## config.mk

```make
export PLATFORM = sky130hd
export DESIGN_NAME = event_counter_bank
export DESIGN_NICKNAME = d
export VERILOG_FILES = /design/src/rtl/event_counter_bank.sv
export SDC_FILE = /design/constraint.sdc
export NUM_CORES = 1
export LEC_CHECK = 0
export ABC_AREA = 1
export BUFFER_PORTS_ARGS = -buffer_cell sky130_fd_sc_hd__buf_2
export CAP_MARGIN = 15
export CORE_MARGIN = 4
export CORE_UTILIZATION = 55
export CTS_BUF_LIST = sky130_fd_sc_hd__clkbuf_4 sky130_fd_sc_hd__clkbuf_8
export CTS_CLUSTER_SIZE = 14
export DETAILED_ROUTE_END_ITERATION = 7
export MAX_ROUTING_LAYER = met4
export PLACE_DENSITY_LB_ADDON = 0.1
export SKIP_CTS_REPAIR_TIMING = 1
export SLEW_MARGIN = 20
export SYNTH_ARGS = -nofsm -noshare
export SYNTH_HDL_FRONTEND = slang
export SYNTH_SLANG_ARGS = --single-unit
export TNS_END_PERCENT = 100
```

## constraint.sdc

```tcl
create_clock -name clk_i -period 1.2 [get_ports clk_i]
set_clock_uncertainty 0.15 [all_clocks]
set_input_delay 0.24 -clock clk_i [delete_from_list [all_inputs] [get_ports clk_i]]
set_output_delay 0.24 -clock clk_i [all_outputs]
set_load 0.05 [all_outputs]
```

## src/rtl/event_counter_bank.sv

```systemverilog
// event_counter_bank: NUM_CH independent WIDTH-bit event counters.
// Each channel has a sticky overflow flag and wrap or saturate behaviour.
// A registered read port with a valid/ready handshake supports optional
// clear-on-read, and a sweep FSM clears one channel per cycle.
// Optional feature macro: EVENT_COUNTER_BANK_SNAPSHOT_EN adds snap_i and
// shadow registers, and reads then return the shadow copy.
module event_counter_bank #(
  parameter int WIDTH    = 8,
  parameter int NUM_CH   = 4,
  parameter int SATURATE = 0,
  localparam int CH_BITS = (NUM_CH > 1) ? $clog2(NUM_CH) : 1
) (
  input  logic               clk_i,
  input  logic               rst_i,
  input  logic [NUM_CH-1:0]  inc_i,
  input  logic [NUM_CH-1:0]  clr_i,
  input  logic               clr_all_i,
  output logic               busy_o,
  input  logic               rd_req_i,
  input  logic [CH_BITS-1:0] rd_ch_i,
  input  logic               rd_clr_i,
  output logic               rd_ready_o,
  output logic               rd_valid_o,
  output logic [WIDTH-1:0]   rd_data_o,
  output logic               rd_ovf_o,
  output logic               rd_err_o,
`ifdef EVENT_COUNTER_BANK_SNAPSHOT_EN
  input  logic               snap_i,
`endif
  output logic [NUM_CH-1:0]  ovf_o
);

  // An illegal width or channel count instantiates a module that does not exist,
  // so elaboration stops here.
  generate
    if (WIDTH < 1 || NUM_CH < 1) begin : g_param_check
      event_counter_bank_illegal_parameters u_illegal ();
    end
  endgenerate

  typedef enum logic {IDLE, SWEEP} state_e;

  localparam logic [WIDTH-1:0] MaxCount = '1;

  state_e             state_q, state_d;
  logic [CH_BITS-1:0] idx_q, idx_d;
  logic [WIDTH-1:0]   cnt_q [NUM_CH];
  logic [WIDTH-1:0]   cnt_d [NUM_CH];
  logic [NUM_CH-1:0]  ovf_q, ovf_d;

  logic               rdValid_q;
  logic [WIDTH-1:0]   rdData_q;
  logic               rdOvf_q;
  logic               rdErr_q;

  logic               rdReady;
  logic               rdAccept;
  logic               rdInRange;
  logic [NUM_CH-1:0]  rdSel;
  logic [WIDTH-1:0]   rdSrcCnt;
  logic               rdSrcOvf;

`ifdef EVENT_COUNTER_BANK_SNAPSHOT_EN
  logic [WIDTH-1:0]   shdCnt_q [NUM_CH];
  logic [NUM_CH-1:0]  shdOvf_q;
`endif

  assign rdReady  = (state_q == IDLE);
  assign rdAccept = rd_req_i && rdReady;

  // Decode the requested channel and pick the value a read would return.
  always_comb begin
    rdSel    = '0;
    rdSrcCnt = '0;
    rdSrcOvf = 1'b0;
    for (int c = 0; c < NUM_CH; c++) begin
      if (rd_ch_i == CH_BITS'(c)) begin
        rdSel[c] = 1'b1;
`ifdef EVENT_COUNTER_BANK_SNAPSHOT_EN
        rdSrcCnt = shdCnt_q[c];
        rdSrcOvf = shdOvf_q[c];
`else
        rdSrcCnt = cnt_q[c];
        rdSrcOvf = ovf_q[c];
`endif
      end
    end
    rdInRange = |rdSel;
  end

  // Per-channel next value: sweep clear, then clr_i, then clear-on-read, then increment.
  always_comb begin
    for (int c = 0; c < NUM_CH; c++) begin
      cnt_d[c] = cnt_q[c];
      ovf_d[c] = ovf_q[c];
      if ((state_q == SWEEP) && (idx_q == CH_BITS'(c))) begin
        cnt_d[c] = '0;
        ovf_d[c] = 1'b0;
      end else if (clr_i[c]) begin
        cnt_d[c] = '0;
        ovf_d[c] = 1'b0;
      end else if (rdAccept && rd_clr_i && rdSel[c]) begin
        cnt_d[c] = inc_i[c] ? WIDTH'(1) : '0;
        ovf_d[c] = 1'b0;
      end else if (inc_i[c]) begin
        if (cnt_q[c] == MaxCount) begin
          cnt_d[c] = (SATURATE != 0) ? MaxCount : '0;
          ovf_d[c] = 1'b1;
        end else begin
          cnt_d[c] = cnt_q[c] + WIDTH'(1);
        end
      end
    end
  end

  // Sweep FSM next state: walk idx from 0 to NUM_CH-1, one channel per cycle.
  always_comb begin
    state_d = state_q;
    idx_d   = idx_q;
    case (state_q)
      IDLE: begin
        if (clr_all_i) begin
          state_d = SWEEP;
          idx_d   = '0;
        end
      end
      SWEEP: begin
        if (idx_q == CH_BITS'(NUM_CH - 1)) begin
          state_d = IDLE;
          idx_d   = '0;
        end else begin
          idx_d = idx_q + CH_BITS'(1);
        end
      end
      default: begin
        state_d = IDLE;
        idx_d   = '0;
      end
    endcase
  end

  // Counters, flags, FSM state and the registered read response.
  always_ff @(posedge clk_i) begin
    if (rst_i) begin
      state_q   <= IDLE;
      idx_q     <= '0;
      ovf_q     <= '0;
      rdValid_q <= 1'b0;
      rdData_q  <= '0;
      rdOvf_q   <= 1'b0;
      rdErr_q   <= 1'b0;
      for (int c = 0; c < NUM_CH; c++) begin
        cnt_q[c] <= '0;
      end
    end else begin
      state_q <= state_d;
      idx_q   <= idx_d;
      ovf_q   <= ovf_d;
      for (int c = 0; c < NUM_CH; c++) begin
        cnt_q[c] <= cnt_d[c];
      end
      if (rdAccept) begin
        rdValid_q <= 1'b1;
        rdErr_q   <= !rdInRange;
        rdData_q  <= rdInRange ? rdSrcCnt : '0;
        rdOvf_q   <= rdInRange && rdSrcOvf;
      end else begin
        rdValid_q <= 1'b0;
      end
    end
  end

`ifdef EVENT_COUNTER_BANK_SNAPSHOT_EN
  // Shadow copy of counters and flags; the sweep leaves it untouched.
  always_ff @(posedge clk_i) begin
    if (rst_i) begin
      shdOvf_q <= '0;
      for (int c = 0; c < NUM_CH; c++) begin
        shdCnt_q[c] <= '0;
      end
    end else if (snap_i) begin
      shdOvf_q <= ovf_q;
      for (int c = 0; c < NUM_CH; c++) begin
        shdCnt_q[c] <= cnt_q[c];
      end
    end
  end
`endif

  assign busy_o     = (state_q == SWEEP);
  assign rd_ready_o = rdReady;
  assign rd_valid_o = rdValid_q;
  assign rd_data_o  = rdData_q;
  assign rd_ovf_o   = rdOvf_q;
  assign rd_err_o   = rdErr_q;
  assign ovf_o      = ovf_q;

endmodule

```

Word level (Yosys, flattened, before mapping)
Memory sizes are Yosys's and may differ from the RTL's.
Index checks and enable logic that the tools add are counted.
{"block": "totals", "reg_bits": 18, "ramBits": 32, "mem_count": 1}
{"name": "cnt_q", "depth": 4, "width": 8, "read_ports": 4, "rd_ports_with_merged_regs": 0, "write_ports": 4, "line": "47", "rtl": "logic [WIDTH-1:0] cnt_q [NUM_CH];"}
{"block": "op_classes", "add_sub_neg": 5, "eq_ne": 11, "mux": 51, "bitwise_logic": 5, "n_reduce_logical": 23}
{"cell": "$mux W8", "count": 29}
{"cell": "$add A8 B1 Y8 const B", "count": 4}
{"cell": "$eq A8 B8 Y1 const B", "count": 4}
{"cell": "$reduce_or A4 Y1", "count": 5}
{"cell": "$mux W1", "count": 18}
{"cell": "$logic_and A1 B1 Y1", "count": 11}
{"cell": "$eq A2 B2 Y1 const B", "count": 4}
{"cell": "$reduce_and A2 Y1", "count": 4}
{"cell": "$eq A2 B1 Y1 const B", "count": 2}
{"cell": "$logic_not A2 Y1", "count": 2}
{"cell": "$mux W2", "count": 2}
{"cell": "$or A1 B1 Y1", "count": 4}
{"cell": "$pmux W2 S2", "count": 1}
{"cell": "$add A2 B1 Y2 const B", "count": 1}
{"cell": "$ne A2 B2 Y1 const B", "count": 1}
{"cell": "$pmux W1 S2", "count": 1}
{"cell": "$logic_not A1 Y1", "count": 1}
{"cell": "$not A1 Y1", "count": 1}

Longest topological paths before layout
{"block": "logic_depth", "ltp_word": 8, "mapped_depth": 9, "depth_no_buf": 9}

Worst setup path after synthesis
OpenSTA, ideal clock, no wires.
{"block": "synth_timing", "path_type": "flip-flop to flip-flop", "from": "reg state_q, in the netlist busy_o", "to": "mem cnt_q[0][5]", "setup_ns": 0.117, "arrival_ns": 1.399, "required_ns": 0.933, "setup_slack_ns": -0.466, "stages_incl_launch_ff": 10, "synth_period_minus_slack_ns": 1.666, "cell_sequence": "dfxtp_1 > buf_6 > inv_4 > nand2_8 > nor2_8 > nand2_2 > nand2_2 > inv_2 > nand2_2 > nor2_1"}
{"element": "from (decl)", "line": "45", "rtl": "state_e state_q, state_d;"}
{"element": "from (signal assigned)", "line": "156", "rtl": "state_q <= state_d;"}
{"element": "to (decl)", "line": "47"}

==> impl_metrics.env <==
export IMPL_cpMaxStageDelayCell="dfxtp_4"
export IMPL_fin_setup_tns_ps=-9487
export IMPL_rows=25
export IMPL_io_buffer_count=31
export IMPL_path_delay_family="simple AND/OR/NAND/NOR gates"
export IMPL_drt_total_wl_um=11840
export IMPL_hold_class="input port to flip-flop"
export IMPL_pwr_share_comb_pct=22.8
export IMPL_critPathCaptureType="flip-flop"
export IMPL_avgSynthCellArea_um2=6.962
export IMPL_root_buffer="clkbuf_8"
export IMPL_dieArea_um2=6322
export IMPL_synth_yosys_warnings=0
export IMPL_final_util_pct=92.23
export IMPL_min_delay_path_depth=3
export IMPL_die_w_um=79.51
export IMPL_crit_chain="buf_4 -> nor2_4 -> nand2_4 -> nor2_4 -> nor2_1 -> o21ai_1 -> nor2_1"
export IMPL_fmax_ghz=0.6557
export IMPL_grt_pass1_wl_um=11920
export IMPL_netlist_instances=404
export IMPL_synthMostInstantiatedCell="nand2_1"
export IMPL_dp_cells=558
export IMPL_area_growth_syn_to_layout_pct=58.99
export IMPL_cts_sinks=50
export IMPL_setup_slack_ps=-325.0
export IMPL_setup_violations=65
export IMPL_final_nets=538
export IMPL_yosysTopAreaCellShare_pct=35.59
export IMPL_io_pins=32
export IMPL_clk_latency_ps=320
export IMPL_worstPathRequired_ps=1270
export IMPL_fin_hold_ws_ps=71.06
export IMPL_yosys_area_share_simple_pct=35.59
export IMPL_min_from="inc_i[0]"
export IMPL_num_fill_cells=183
export IMPL_crit_type="flip-flop to flip-flop"
export IMPL_layout_drive_gt1_share_pct=54.26
export IMPL_synthAdderAreaFrac_pct=3.559
export IMPL_drt_initial_drc_count=270
export IMPL_finalCritPeriodShare_pct=127.1
export IMPL_power_total_mw=3.607
export IMPL_drv_cap=0
export IMPL_cts_made_buffers=5
export IMPL_ant_nets=0
export IMPL_p_int_mw=2.446
export IMPL_clk_pin_slew_ps=110
export IMPL_vias=3533
export IMPL_rsz0062_at_grt="true"
export IMPL_post_drt_wl_per_cell_um=20.31
export IMPL_worst_pin_slew_ps=405.3
export IMPL_crit_path_max_incr_delay_ps=410
export IMPL_reg2reg_to="cnt_q[2][0]"
export IMPL_vdd_ir_drop_max_v=0.0007284
export IMPL_cts_tree="built"
export IMPL_syn_num_nets=427
export IMPL_clk_path_buf_depth=2
export IMPL_synth_compound_area_share_pct=11.79
export IMPL_place_congestion=0.8857
export IMPL_seqPwrFrac_pct=48.4
export IMPL_ys_types=37
export IMPL_drc=0
export IMPL_power_density_nw_per_um2=806.6
export IMPL_via_per_inst=6.060
export IMPL_synthTopCellsByArea="dfxtp_1 36%, nand2_1 12%, nor2_1 6.8%"
export IMPL_critical_path_arrival_ps=1600
export IMPL_finalHoldViolCount=0
export IMPL_dp_final_hpwl_um=5621
export IMPL_core_area_um2=4848
export IMPL_ff2ff_setup_slack_ps=-330
export IMPL_synth_edff_count=0
export IMPL_maxSlewViolCount=0
export IMPL_dr_pass1_iters=5
export IMPL_status="finished with violations"
export IMPL_timing_final_crit_period_ps=1525
export IMPL_ys_seq_area_share_pct=35.59
export IMPL_worst_path_max_fanout=6
export IMPL_diodes=0
export IMPL_fp_dieH_um=79.51
export IMPL_synth_area_um2=2813
export IMPL_gr_total_overflow=0
export IMPL_ys_ff_latch=50
export IMPL_p_leak_nw=1.944
export IMPL_cts_max_level=2
export IMPL_whs_endpoint="cnt_q[0][1]"
export IMPL_final_instance_count_excl_fill=583
export IMPL_synth_top_family_by_area="simple AND/OR/NAND/NOR gates"
export IMPL_startpoint_type="flip-flop"
export IMPL_yosys_area_share_xor_xnor_pct=2.180
export IMPL_r2r_start="busy_o"
export IMPL_synth_mux_area_share_pct=0
export IMPL_grt_max_degree=16
export IMPL_synth_top_cell_by_area="dfxtp_1"
export IMPL_async_reset_ff_share_pct=0
export IMPL_slew_headroom_pct=72.88
export IMPL_cp_depth=7
export IMPL_reg2reg_depth=7
export IMPL_pwr_share_clk_pct=28.7
export IMPL_synthTopCellsByCount="92 x nand2_1, 51 x nor2_1, 50 x dfxtp_1"
export IMPL_grt_pass1_vias=2774
export IMPL_antenna_found_initial=0
export IMPL_track_usage_pct=24.58
export IMPL_ys_flop_type="dfxtp_1"
export IMPL_path_buf_inv=1
export IMPL_switchingPower_mw=1.161
export IMPL_start_util_pct=58.01
export IMPL_p_sw_share_pct=32.19
export IMPL_violations="setup timing"
through the flow:
| stage | area (um2) | setup slack (ps) |
|---|---|---|
| after CTS | 3620 | -351.2 |
| after floorplan | 2885 | -215.9 |
| final | 4472 | -325.0 |
| after global routing | 4472 | -373.5 |
| after detailed placement | 3533 | -221.3 |
| after global placement | 3533 | -192.9 |
cell families (layout without fill, tap and decap cells):
logic type | Yosys count | after routing
xor gates and xnor gates | 7 | 7
DFF | 50 | 50
buffers and inverters | 71 | 183
and+or+nand+nor | 209 | 209
adders and majority gates | 8 | 8
AOI/OAI and AO/OA | 59 | 59
power groups by stage:
stage               sequential, mW  combinational [mW]  clock, mW
finish                        1.75               0.824       1.04
global route                  1.75               0.854       1.09
CTS                           1.73               0.549      0.995
detailed placement            1.77               0.543          0
global placement              1.77               0.534          0
floorplan                     1.84               0.296          0
flip-flops by register name, summed over array words and instances (netlist names):
| name | count |
|---|---|
| cnt_q | 32 |
| busy_o | 1 |
| rd_valid_o | 1 |
| ovf_o | 4 |
| rd_err_o | 1 |
| rd_data_o | 8 |
| idx_q | 2 |
| rd_ovf_o | 1 |
area by class of cell:
class / count / area, um2 / share of cell area, %
timing repair buffer: 112 / 967.2 / 21.63
multi-input combinational: 283 / 1999 / 44.71
clock buffer: 6 / 76.32 / 1.707
tap: 67 / 83.83 / 1.875
inverter: 63 / 271.5 / 6.072
clock inverter: 2 / 10.01 / 0.2238
sequential: 50 / 1064 / 23.78
worst max-delay path by stage:
stage,start,end,slack (ps)
after CTS,busy_o,rd_ready_o,-350
after detailed placement,idx_q[0],cnt_q[2][5],-220
after global routing,busy_o,cnt_q[2][0],-370
after floorplan,busy_o,cnt_q[0][5],-220
after global placement,cnt_q[3][0],cnt_q[3][3],-190
final,busy_o,cnt_q[2][0],-330
metal layers:
layer  track usage, %  part of all wire, %
met1            30.99                   35
met2            41.07                   48
met3            2.822                  9.4
met4            8.076                  7.9
met5                -                    0
worst min-delay path: stages:
cell	delay, ps
buf_2	130
o21ai_2	100
nor2_1	40
cells in the final DEF (no fill, tap or decap), types with 15 or more instances in the layout:
cell type	count
nand2_2	15
nor2_4	17
inv_1	41
nor2_1	38
dfxtp_2	23
buf_4	66
nand2_1	74
dfxtp_1	18
a21oi_1	15
buf_6	17
buf_2	16
No activity file was read; power rests on OpenSTA's default activity.
